[config.mk]
export PLATFORM = sky130hd
export DESIGN_NAME = mte_frame_feeder
export DESIGN_NICKNAME = d
export VERILOG_FILES = /design/src/rtl/mte_frame_feeder.sv
export SDC_FILE = /design/constraint.sdc
export NUM_CORES = 1
export LEC_CHECK = 0
export ABC_AREA = 0
export BUFFER_PORTS_ARGS = -buffer_cell sky130_fd_sc_hd__buf_4
export CORE_MARGIN = 2
export CORE_UTILIZATION = 49
export DETAILED_ROUTE_END_ITERATION = 10
export PLACE_DENSITY = 0.8
export SLEW_MARGIN = 30
export SYNTH_ARGS = -nofsm -noshare
export SYNTH_HDL_FRONTEND = slang
export SYNTH_SLANG_ARGS = --single-unit
[constraint.sdc]
create_clock -name clock -period 1.82 [get_ports clock]
set_input_delay 0 -clock clock [delete_from_list [all_inputs] [get_ports clock]]
set_output_delay 0 -clock clock [all_outputs]
set_load 0.1 [all_outputs]
[src/rtl/mte_frame_feeder.sv]
// mte_frame_feeder: buffers one frame of up to DEPTH bytes and replays it to the MTE core one byte per clock.
// Define MTE_FEEDER_PAD_EN to always issue DEPTH bytes, zero-padding past the true frame length.
module mte_frame_feeder #(
  parameter int DEPTH = 32,
  parameter int LW    = $clog2(DEPTH) + 1
) (
  input  logic          clock,
  input  logic          reset,
  input  logic [7:0]    in_data,
  input  logic          in_valid,
  input  logic          in_last,
  output logic          in_ready,
  input  logic [7:0]    key_in,
  input  logic          mode_in,
  input  logic          mte_stall,
  output logic [7:0]    mte_key,
  output logic [7:0]    mte_data,
  output logic          mte_sel,
  output logic          mte_valid,
  output logic          mte_last,
  output logic          frame_done,
  output logic [LW-1:0] frame_len,
  output logic [7:0]    frame_count
);
  typedef enum logic [1:0] {FILL, ISSUE, DONE} state_t;
  localparam logic [LW-1:0] DEPTH_M1 = LW'(DEPTH - 1);
  state_t state_q, state_d;
  logic [LW-1:0] wr_q, wr_d, rd_q, rd_d, len_q, len_d, issue_len;
  logic [7:0] key_q, key_d, data_q, data_d, cnt_q, cnt_d, rd_byte;
  logic sel_q, sel_d, valid_q, valid_d, last_q, last_d, done_q, done_d, accept;
  logic [7:0] mem_q [DEPTH];
`ifdef MTE_FEEDER_PAD_EN
  assign issue_len = LW'(DEPTH);
  assign rd_byte   = (rd_q < len_q) ? mem_q[rd_q[LW-2:0]] : 8'h00;
`else
  assign issue_len = len_q;
  assign rd_byte   = mem_q[rd_q[LW-2:0]];
`endif
  assign in_ready    = (state_q == FILL) && !reset;
  assign accept      = in_valid && in_ready;
  assign mte_key     = key_q;
  assign mte_data    = data_q;
  assign mte_sel     = sel_q;
  assign mte_valid   = valid_q;
  assign mte_last    = last_q;
  assign frame_done  = done_q;
  assign frame_len   = len_q;
  assign frame_count = cnt_q;
  always_comb begin
    state_d = state_q;
    wr_d    = wr_q;
    rd_d    = rd_q;
    len_d   = len_q;
    key_d   = key_q;
    sel_d   = sel_q;
    data_d  = data_q;
    valid_d = 1'b0;
    last_d  = last_q;
    done_d  = 1'b0;
    cnt_d   = cnt_q;
    case (state_q)
      FILL: if (accept) begin
        wr_d  = wr_q + 1'b1;
        key_d = (wr_q == '0) ? key_in : key_q;
        sel_d = (wr_q == '0) ? mode_in : sel_q;
        if (in_last || wr_q == DEPTH_M1) begin
          len_d   = wr_q + 1'b1;
          rd_d    = '0;
          state_d = ISSUE;
        end
      end
      // The finishing cycle runs even under stall: no byte is presented in it.
      ISSUE: if (rd_q == issue_len) begin
        last_d  = 1'b0;
        done_d  = 1'b1;
        cnt_d   = cnt_q + 1'b1;
        state_d = DONE;
      end else if (!mte_stall) begin
        data_d  = rd_byte;
        valid_d = 1'b1;
        last_d  = (rd_q == issue_len - 1'b1);
        rd_d    = rd_q + 1'b1;
      end
      DONE: begin
        wr_d    = '0;
        state_d = FILL;
      end
      default: state_d = FILL;
    endcase
  end
  always_ff @(posedge clock) begin
    if (reset) begin
      state_q <= FILL;
      wr_q    <= '0;
      rd_q    <= '0;
      len_q   <= '0;
      key_q   <= '0;
      sel_q   <= 1'b0;
      data_q  <= '0;
      valid_q <= 1'b0;
      last_q  <= 1'b0;
      done_q  <= 1'b0;
      cnt_q   <= '0;
    end else begin
      state_q <= state_d;
      wr_q    <= wr_d;
      rd_q    <= rd_d;
      len_q   <= len_d;
      key_q   <= key_d;
      sel_q   <= sel_d;
      data_q  <= data_d;
      valid_q <= valid_d;
      last_q  <= last_d;
      done_q  <= done_d;
      cnt_q   <= cnt_d;
    end
  end
  always_ff @(posedge clock) begin
    if (accept) mem_q[wr_q[LW-2:0]] <= in_data;
  end
endmodule

==> reports/results.txt <==
kind of critical path - reg2reg
largest net degree at the start of global routing - 43
VDD IR max - 964 uV
Rows - 57
crit start category - flop
Avg Synthesized Cell Area - 17.4 um^2
Max Freq - 470 MHz
required time worst endpoint - 2.26 ns
RD Place Congestion - 0.813
hpwl dp - 18,500 um
power per cell area - 915 nW/um^2
Worst Hold Class - in2reg
Setup Slack @ Placement - -0.443 ns
Synth Area in XOR/XNOR - 0.934%
P&R area growth vs syn - 27.2%
clk buf depth - 3
vias in the first global route - 7,360
Arr. time, crit path - 2.56 ns
Final setup viols - 16
number of antenna violations at the first check in global routing - 0
Synth Area in Compound Gates - 4.53%
nets@finish - 913
io pins - 57
Worst Max-Slew Pin Slew - 0.527 ns
YS warnings - 0
crit-path max cell delay - 0.52 ns
most frequent cell after synthesis - edfxtp_1
failing checks - setup timing
DRC - 0
Crit. End Element - flop
Via Count - 7,295
grt total ovfl - 0
Post-Syn Area - 12,200 um^2
Synth top cells by count - 256 x edfxtp_1, 67 x mux4_2, 63 x nor2_1
Post-synth ARST share - 0%
GR Util All Layers - 22.3%
drt wl/cell - 23.9 um
crit-path cells - buf_12 > mux4_2 > mux4_2 > nand2b_4 > a32o_1
slowest cell on the critical path - mux4_2
unrepaired setup endpoints after global routing - yes
Post-DRT Antenna Nets - 0
initial DRC count - 828
critical path's top delay family - multiplexers
Slew Limit Fails - 0
Netlist cell types - 53
CP bufs+invs - 1
min Tclk post-route - 2.13 ns
die height - 162 um
clk_lat worst skew - 0.55 ns
clk_skew - 0.00937 ns
register bit count reported by yosys - 304
clk sink count - 304
mux cell area share after synthesis - 14.0%
top cells by area, synth - edfxtp_1 63%, mux4_2 12%, dfxtp_1 7.9%, nor2_1 1.9%, mux2i_1 1.5%
Root Buffer - clkbuf_16
length of the first detailed-routing pass in iterations - 5
Routed WL - 29,400 um
first-pass GRT wire length - 43,700 um
Core ar. - 24,400 um^2
cell taking the most area after synthesis - edfxtp_1
Syn Nets - 728
top cell type's share of synthesized area - 63.1%
Die Area - 26,200 um^2
adder-cell share of the synthesized area - 0.719%
number of synthesized flops with an enable pin - 256
CP Max Fanout - 7
post-synthesis sequential area ratio - 71.0%
P_leak - 5.19 nW
CTS tree - done
vias per cell - 5.93
Die Wd - 162 um
initial core utilization - 50.0%
Worst Setup Slack, final - -0.307 ns
maxcap violations - 0
top_reg_cell synth - edfxtp_1
H-Tree Depth - 1
worst rel slew slack - 64.9%
Tcrit/Tclk final - 117%
largest family of logic cells by synthesized area - multiplexers
Fin. Hold Viols - 0
n_diodes - 0
CP most frequent cell - mux4_2
Synth Area in Simple Gates - 6.96%
clk slew on worst S/H paths - 0.06 ns
Syn Inst Count - 699
outcome - finished, violations left
Setup TNS - -2.70 ns
port bufs - 56
CTS Buf Count - 29
layout cell share with drive strength beyond 1 - 39.6%
==> kinds of logic after synthesis <==
logic type,count (synthesis)
DFF,304
and+or+nand+nor,166
muxes,86
AOI/OAI and AO/OA,78
buffers and inverters,45
xor gates and xnor gates,13
adders and majority gates,7
==> report_power, final <==
part | internal (W) | leakage [nW] | switching, W
Sequential | 0.00757 | 2.70 | 0.0000252
Clock | 0.00335 | 0.446 | 0.00249
Combinational | 0.000281 | 2.04 | 0.000481
Total | 0.0112 | 5.19 | 0.00299
==> routing by layer <==
layer / track usage (%) / part of all wire, % / wire length [um]
met1: 30.0 / 39 / 11400
met2: 36.9 / 51 / 14900
met3: 4.34 / 7.7 / 2260
met4: 7.64 / 2.7 / 788
met5: 0 / 0 / 0
==> layout make-up <==
type                            count  area (um^2)
Tap cell                          324          405
Clock inverter                     19          170
Clock buffer                       35          748
Timing Repair Buffer              192         1850
Multi-Input combinational cell    350         3610
Inverter                            7         28.8
Sequential cell                   304         8690
Fill cell                        1589         8880
==> final timing paths <==
path                                startpoint             end  slack (ns)  cells after the start
worst max register to register         rd_q[0]     mte_data[3]       -0.31                      5
worst min register to register  frame_count[7]  frame_count[7]        0.49                      2
worst min-delay path                     reset      frame_done        0.03                      3
worst max-delay path                   rd_q[0]     mte_data[3]       -0.31                      5
==> through the flow <==
step                hold WS (ns)  total power (W)  std cells  utilization [%]  instance area (um^2)
floorplan                 0.0989          0.00812        699                -                 12400
global placement           0.229          0.00838       1146             57.4                 14000
detailed placement         0.242          0.00840       1146             57.4                 14000
CTS                      0.00666           0.0142       1225             62.8                 15300
global route              0.0399           0.0146       1231             63.6                 15500
finish                    0.0300           0.0142       1231             63.6                 15500
==> tightest hold or removal path: stages <==
cell and delay (ns):
buf_4 0.12, buf_4 0.27, nor2_1 0.14
==> state kept, by name (all words and copies together) (netlist names) <==
register,flops
mte_key,8
state_q,2
frame_count,8
mte_last,1
mte_data,8
mte_valid,1
frame_done,1
rd_q,6
frame_len,6
wr_q,6
mte_sel,1
mem_q,256
==> layout by cell type, fill, tap and decap left out, types with 5 or more instances in the layout <==
master / count
clkinv_1: 7
o22ai_2: 8
nand2_1: 23
a211o_1: 5
buf_4: 139
mux2i_1: 18
nor2b_1: 13
clkbuf_1: 6
o21ai_0: 5
dlygate4sd3_1: 20
buf_12: 25
clkbuf_16: 30
nor3_1: 8
clkinv_2: 6
dfxtp_1: 34
nand2b_1: 7
a21oi_1: 19
nor2_2: 10
nor2_4: 6
nand3_1: 12
buf_6: 6
mux4_2: 67
a211oi_1: 5
ha_1: 5
dfxtp_4: 10
nor2_1: 47
or4_1: 5
a32o_1: 7
edfxtp_1: 256
xnor2_1: 7
==> timing repair <==
item                                   4_1_cts  5_1_grt
cloned                                       0        1
buffers inserted                             5        5
endpoints found under the hold margin      272        0
hold buffers                                20        0
gates resized for setup                     31       27
pin swaps                                    4        7
setup endpoints to repair                   29       52
(Power assumes the default switching activity.)
